$ cat src/rtl/uart_rx_fifo.sv
// UART receiver (8N1, or 8-E/O-1 when UART_PARITY_EN is defined) feeding a small
// show-ahead FIFO drained by a ready/valid handshake; reports framing, parity and overflow errors.
module uart_rx_fifo #(
  parameter int CLKS_PER_BIT = 217,
  parameter int FIFO_DEPTH   = 4,
  parameter int FIFO_AW      = 2,
  parameter int PARITY_ODD   = 0
) (
  input  logic       i_Clock,
  input  logic       i_Reset,
  input  logic       i_RX_Serial,
  output logic [7:0] o_RX_Byte,
  output logic       o_RX_Valid,
  input  logic       i_RX_Ready,
  output logic       o_RX_Busy,
  output logic       o_Frame_Err,
  output logic       o_Parity_Err,
  output logic       o_Overflow
);

`ifdef UART_PARITY_EN
  localparam bit PAR_EN = 1'b1;
`else
  localparam bit PAR_EN = 1'b0;
`endif

  localparam int            CW     = $clog2(CLKS_PER_BIT);
  localparam int            PW     = FIFO_AW + 1;
  localparam logic [CW-1:0] SAMPLE = CW'(CLKS_PER_BIT - 1);
  localparam logic [CW-1:0] MID    = CW'((CLKS_PER_BIT - 1) / 2);
  localparam bit            ODD    = (PARITY_ODD != 0);

  typedef enum logic [2:0] {
    S_IDLE, S_START, S_DATA, S_PARITY, S_STOP, S_BREAK_WAIT
  } state_t;

  state_t        state, next_state;
  logic          rx_meta, rx_sync;
  logic [CW-1:0] clk_count;
  logic [2:0]    bit_index;
  logic [7:0]    shift_reg;
  logic          parity_bad;
  logic          at_mid, at_sample;
  logic          count_clear, capture_bit, capture_par;
  logic          push_req, frame_err_set, parity_err_set;
  logic          frame_err_q, parity_err_q, overflow_q;

  logic [7:0]    mem [FIFO_DEPTH];
  logic [PW-1:0] wr_ptr, rd_ptr;
  logic          empty, full, pop, push_ok, overflow_set;

  assign at_mid    = (clk_count == MID);
  assign at_sample = (clk_count == SAMPLE);

  always_ff @(posedge i_Clock) begin
    if (i_Reset) begin
      rx_meta <= 1'b1;
      rx_sync <= 1'b1;
    end else begin
      rx_meta <= i_RX_Serial;
      rx_sync <= rx_meta;
    end
  end

  always_ff @(posedge i_Clock) begin
    if (i_Reset) state <= S_IDLE;
    else         state <= next_state;
  end

  always_comb begin
    next_state = state;
    case (state)
      S_IDLE:       if (!rx_sync) next_state = S_START;
      S_START:      if (at_mid) next_state = rx_sync ? S_IDLE : S_DATA;
      S_DATA:       if (at_sample && bit_index == 3'd7) next_state = PAR_EN ? S_PARITY : S_STOP;
      S_PARITY:     if (at_sample) next_state = S_STOP;
      S_STOP:       if (at_sample) next_state = rx_sync ? S_IDLE : S_BREAK_WAIT;
      S_BREAK_WAIT: if (rx_sync) next_state = S_IDLE;
      default:      next_state = S_IDLE;
    endcase
  end

  // Counter runs only while timing a bit; IDLE and BREAK_WAIT hold it at zero.
  always_comb begin
    count_clear    = 1'b1;
    capture_bit    = 1'b0;
    capture_par    = 1'b0;
    push_req       = 1'b0;
    frame_err_set  = 1'b0;
    parity_err_set = 1'b0;
    case (state)
      S_START:  count_clear = at_mid;
      S_DATA: begin
        count_clear = at_sample;
        capture_bit = at_sample;
      end
      S_PARITY: begin
        count_clear = at_sample;
        capture_par = at_sample;
      end
      S_STOP: begin
        count_clear = at_sample;
        if (at_sample) begin
          if (!rx_sync)        frame_err_set  = 1'b1;
          else if (parity_bad) parity_err_set = 1'b1;
          else                 push_req       = 1'b1;
        end
      end
      default: ;
    endcase
  end

  always_ff @(posedge i_Clock) begin
    if (i_Reset) begin
      clk_count  <= '0;
      bit_index  <= '0;
      shift_reg  <= '0;
      parity_bad <= 1'b0;
    end else begin
      clk_count <= count_clear ? '0 : clk_count + CW'(1);
      if (state == S_START) begin
        bit_index  <= '0;
        parity_bad <= 1'b0;
      end
      if (capture_bit) begin
        shift_reg <= {rx_sync, shift_reg[7:1]};
        bit_index <= bit_index + 3'd1;
      end
      if (capture_par) parity_bad <= (rx_sync != (^shift_reg ^ ODD));
    end
  end

  // A full FIFO still accepts a byte when the head is popped in the same cycle.
  assign empty        = (wr_ptr == rd_ptr);
  assign full         = (wr_ptr[FIFO_AW] != rd_ptr[FIFO_AW]) &&
                        (wr_ptr[FIFO_AW-1:0] == rd_ptr[FIFO_AW-1:0]);
  assign pop          = !empty && i_RX_Ready;
  assign push_ok      = push_req && (!full || pop);
  assign overflow_set = push_req && full && !pop;

  always_ff @(posedge i_Clock) begin
    if (push_ok) mem[wr_ptr[FIFO_AW-1:0]] <= shift_reg;
  end

  always_ff @(posedge i_Clock) begin
    if (i_Reset) begin
      wr_ptr       <= '0;
      rd_ptr       <= '0;
      frame_err_q  <= 1'b0;
      parity_err_q <= 1'b0;
      overflow_q   <= 1'b0;
    end else begin
      if (push_ok) wr_ptr <= wr_ptr + PW'(1);
      if (pop)     rd_ptr <= rd_ptr + PW'(1);
      frame_err_q  <= frame_err_set;
      parity_err_q <= parity_err_set;
      overflow_q   <= overflow_set;
    end
  end

  assign o_RX_Valid   = !empty;
  assign o_RX_Byte    = empty ? 8'h00 : mem[rd_ptr[FIFO_AW-1:0]];
  assign o_RX_Busy    = (state != S_IDLE);
  assign o_Frame_Err  = frame_err_q;
  assign o_Parity_Err = PAR_EN ? parity_err_q : 1'b0;
  assign o_Overflow   = overflow_q;

endmodule

$ cat config.mk
export PLATFORM = sky130hd
export DESIGN_NAME = uart_rx_fifo
export DESIGN_NICKNAME = d
export VERILOG_FILES = /design/src/rtl/uart_rx_fifo.sv
export SDC_FILE = /design/constraint.sdc
export NUM_CORES = 1
export LEC_CHECK = 0
export BUFFER_PORTS_ARGS = -buffer_cell sky130_fd_sc_hd__buf_2
export CORE_AREA = 2 2 76 78
export DETAILED_ROUTE_END_ITERATION = 16
export DIE_AREA = 0 0 78 80
export PLACE_DENSITY = 0.83
export SETUP_SLACK_MARGIN = 0.2
export SYNTH_ARGS = -nofsm -noshare
export SYNTH_HDL_FRONTEND = slang
export SYNTH_SLANG_ARGS = --single-unit
$ cat constraint.sdc
create_clock -name i_Clock -period 2.06 [get_ports i_Clock]
set_input_delay 0.206 -clock i_Clock [delete_from_list [all_inputs] [get_ports i_Clock]]
set_output_delay 0.206 -clock i_Clock [all_outputs]
set_load 0.03 [all_outputs]
==> flow_summary.rst <==
.. list-table::
   :header-rows: 1

   * - Metric
     - Value
   * - Status
     - finished, final reports clean
   * - Cells taking the most area after synthesis
     - sky130_fd_sc_hd__edfxtp_1 (33%), sky130_fd_sc_hd__dfxtp_1 (24%), sky130_fd_sc_hd__mux4_2 (6.2%)
   * - Total congestion overflow after global routing
     - 0
   * - Pin count of the biggest net entering global routing
     - 28
   * - Buffers added on ports
     - 15
   * - Overall routed net length
     - between 5000 and 6000 µm
   * - Largest voltage drop on the vdd net
     - between 0.0006 and 0.0007 V
   * - DR vias/cell
     - 5.34
   * - Worst clock skew
     - 0.0102 ns
   * - Half-perimeter wire length after detailed placement
     - 3500 µm
   * - Final critical-path share of the clock period
     - 0.890
   * - Cell row count
     - 27
   * - Net Sw Frac
     - 0.219
   * - Leak
     - 1.22 nW
   * - HP Class
     - primary input to register
   * - Number of nets still failing antenna checks after routing
     - 0
   * - Final Setup Violations
     - 0
   * - Total Nets Final
     - 273
   * - Slew of the pin with the lowest slew margin
     - approximately 0.51 ns
   * - DIE HEIGHT
     - 80 µm
   * - 1st-iter DRT viols
     - between 100 and 150
   * - Routed WL per cell
     - 15.6 µm
   * - Ratio of total power to cell area
     - 795 nW/µm²
   * - Number of flip-flops in the largest register
     - 32
   * - Kind of start point of the critical path
     - register
   * - Max_cap viols
     - 0
   * - Top-Level Pins
     - 17
   * - TritonRoute pass-1 iters
     - 4
   * - Clk_lat worst skew
     - 0.35 ns
   * - Initial Utilization
     - 0.539
   * - N_diodes
     - 0
   * - Number of sinks handled by clock tree synthesis
     - 67
   * - Global-route wire length before repair
     - 8820 µm
   * - Flip-flop and latch area
     - about 1700 µm²
   * - Clock share of power
     - 0.435
   * - Fin crit period
     - roughly 1.8 ns
   * - Mapped cell area
     - approximately 2900 µm²
   * - CP Capture Type
     - output pin
   * - Sum Neg Setup Slack
     - 0 ns
   * - Htree depth
     - 3
   * - Nets in the synthesized netlist
     - 254
   * - Critical path required time
     - 1.85 ns
   * - Post-synthesis cell count
     - ~240
   * - Multi-input combinational cell area
     - 1230 µm²
   * - Count of vias placed by the detailed router
     - ~1800
   * - TritonCTS clock tree
     - yes
   * - Area grow syn2layout
     - 17.1%
   * - Combinational share of power
     - 0.045
   * - Arrival time worst endpoint
     - approximately 1.6 ns
   * - Final-report max-slew violation count
     - 0
   * - Count of yosys warnings during synthesis
     - 0
   * - Number of enable flip-flop cells after synthesis
     - 32
   * - Sequential power share
     - 0.520
   * - Relative slew slack
     - 0.658
   * - Number of antenna violations at the first check in global routing
     - 0
   * - Library cells used by synthesis
     - 46
   * - CTS root buf
     - sky130_fd_sc_hd__clkbuf_8
   * - Portion of synthesized cell area occupied by the leading cell type
     - 0.330
   * - Most frequently used cell type in the post-synthesis netlist
     - sky130_fd_sc_hd__dfxtp_1
   * - Residual DRC
     - 0
   * - Cell type with the highest aggregate area in the netlist
     - sky130_fd_sc_hd__edfxtp_1
   * - Net load switching power
     - 0.594 mW
   * - Maximum clock frequency
     - between 500 and 600 MHz
   * - Power after layout
     - 2.71 mW
   * - Number of global-route vias before repair
     - 1881
   * - Number of hold violations in the final report
     - 0
   * - Maximum clock path buffer count
     - 2
   * - Number of buffers added by the clock tree synthesis step
     - 9
   * - Highest net fanout along the worst path
     - 8
   * - Share of the yosys chip area belonging to registers
     - 0.571
   * - Hold_ws
     - 0.0425 ns
   * - Internal power summed over all cells
     - 2.12 mW
   * - Total of flip-flops plus latches after synthesis
     - 67
   * - Die Area
     - 6240 µm²
   * - List of most frequent post-synthesis cells
     - sky130_fd_sc_hd__dfxtp_1 (35), sky130_fd_sc_hd__edfxtp_1 (32), sky130_fd_sc_hd__nand2_1 (26)
   * - Routability Congestion
     - around 0.81
   * - GR Util All Layers
     - 0.190
   * - Clock transition at the registers of the reported paths
     - 0.08 ns
   * - Ys flop type
     - sky130_fd_sc_hd__dfxtp_1
   * - Mean area per synthesized cell
     - 12.1 µm²
   * - RSZ-0062 raised after global routing
     - yes
   * - Proportion of layout cells with a drive suffix above 1
     - 0.283
   * - DIE WIDTH
     - between 70 and 80 µm
   * - Crit Path Category
     - register to output pin
   * - Post-cts hold buffer count
     - 0
   * - Share of flip-flops with an asynchronous set or reset
     - 0
   * - Number of fillers in the final layout
     - 420
   * - Area of the core
     - 5410 µm²
## through the flow
step / cell area [µm²] / setup WS [ns] / utilization / cells
finish: 3410 / 0.226 / 0.631 / 337
global route: 3410 / 0.180 / 0.631 / 337
CTS: 3350 / 0.191 / 0.620 / 335
detailed placement: 3040 / 0.0822 / 0.562 / 318
global placement: 3040 / 0.178 / 0.562 / 318
floorplan: 2920 / 0.244 / - / 241
## layout by cell type (no fill, tap or decap), types with 3 or more instances in the layout
cell                       Yosys  routed
sky130_fd_sc_hd__dfxtp_1      35      33
sky130_fd_sc_hd__clkbuf_8      0       9
sky130_fd_sc_hd__nor2_1       22      21
sky130_fd_sc_hd__inv_1         6       3
sky130_fd_sc_hd__nand3_1       5       5
sky130_fd_sc_hd__edfxtp_1     32      32
sky130_fd_sc_hd__buf_6         1       8
sky130_fd_sc_hd__inv_2         0       3
sky130_fd_sc_hd__nand4_1       3       3
sky130_fd_sc_hd__xnor2_1      10      10
sky130_fd_sc_hd__mux4_2        8       8
sky130_fd_sc_hd__ha_1          9       8
sky130_fd_sc_hd__buf_2         6       8
sky130_fd_sc_hd__mux2i_1       3       3
sky130_fd_sc_hd__and2_4        0      11
sky130_fd_sc_hd__xor2_1        9       9
sky130_fd_sc_hd__buf_4         1       5
sky130_fd_sc_hd__a21oi_1      13      13
sky130_fd_sc_hd__nand2_1      26      26
## layout make-up
type | count | area share
sequential | 67 | 0.488
multi-input combinational | 154 | 0.361
timing repair buffer | 22 | 0.0550
clock buffer | 9 | 0.0363
clock inverter | 7 | 0.0271
tap | 72 | 0.0264
inverter | 6 | 0.00660
## power groups by stage
stage,sequential (mW),combinational [mW],clock (mW)
after floorplan,1.43,0.0956,0
after global placement,1.44,0.105,0
after detailed placement,1.44,0.108,0
after CTS,1.41,0.108,1.20
after global routing,1.41,0.134,1.25
final,1.41,0.122,1.18
## worst paths after layout
kind	slack, ns	end	cells past startpoint	start
setup reg to reg	0.25	state[0]$_SDFFE_PP0P_	5	clk_count[4]$_SDFF_PP0_
setup / recovery	0.23	o_RX_Byte[2]	4	register
hold reg to reg	0.42	rx_sync$_SDFF_PP1_	1	rx_meta$_SDFF_PP1_
hold / removal	0.04	rx_meta$_SDFF_PP1_	2	i_RX_Serial
## cell families (layout without fill, tap and decap cells)
family | Yosys count | count (layout) | synth area share
fa+ha+maj | 9 | 9 | 0.0387
mux | 11 | 11 | 0.0722
flops | 67 | 67 | 0.571
other cells | 1 | 1 | 0.00129
compound gates | 21 | 21 | 0.0516
buf+inv | 20 | 44 | 0.0322
simple gates | 92 | 92 | 0.168
xor+xnor | 20 | 20 | 0.0649
## what timing repair did
item | in CTS | in global routing
pin swaps | 6 | 9
hold endpoints to repair | 0 | 0
setup endpoints to repair | 51 | 53
gates resized for setup | 31 | 14
buffers inserted | 1 | 1
cloned | 0 | 1
## critical path, stage by stage (launching register included)
cell and delay [ns]:
sky130_fd_sc_hd__dfxtp_2 0.34, sky130_fd_sc_hd__buf_12 0.14, sky130_fd_sc_hd__mux4_2 0.51, sky130_fd_sc_hd__and2_4 0.15, sky130_fd_sc_hd__buf_6 0.13
## metal layers
layer / up-vias / GRT usage / share of wire
li1: 879 / - / -
met1: 869 / 0.207 / 0.41
met2: 38 / 0.337 / 0.52
met3: 12 / 0.0430 / 0.032
met4: 0 / 0.116 / 0.030
met5: - / 0 / 0
Power figures use the tool's default switching activity.
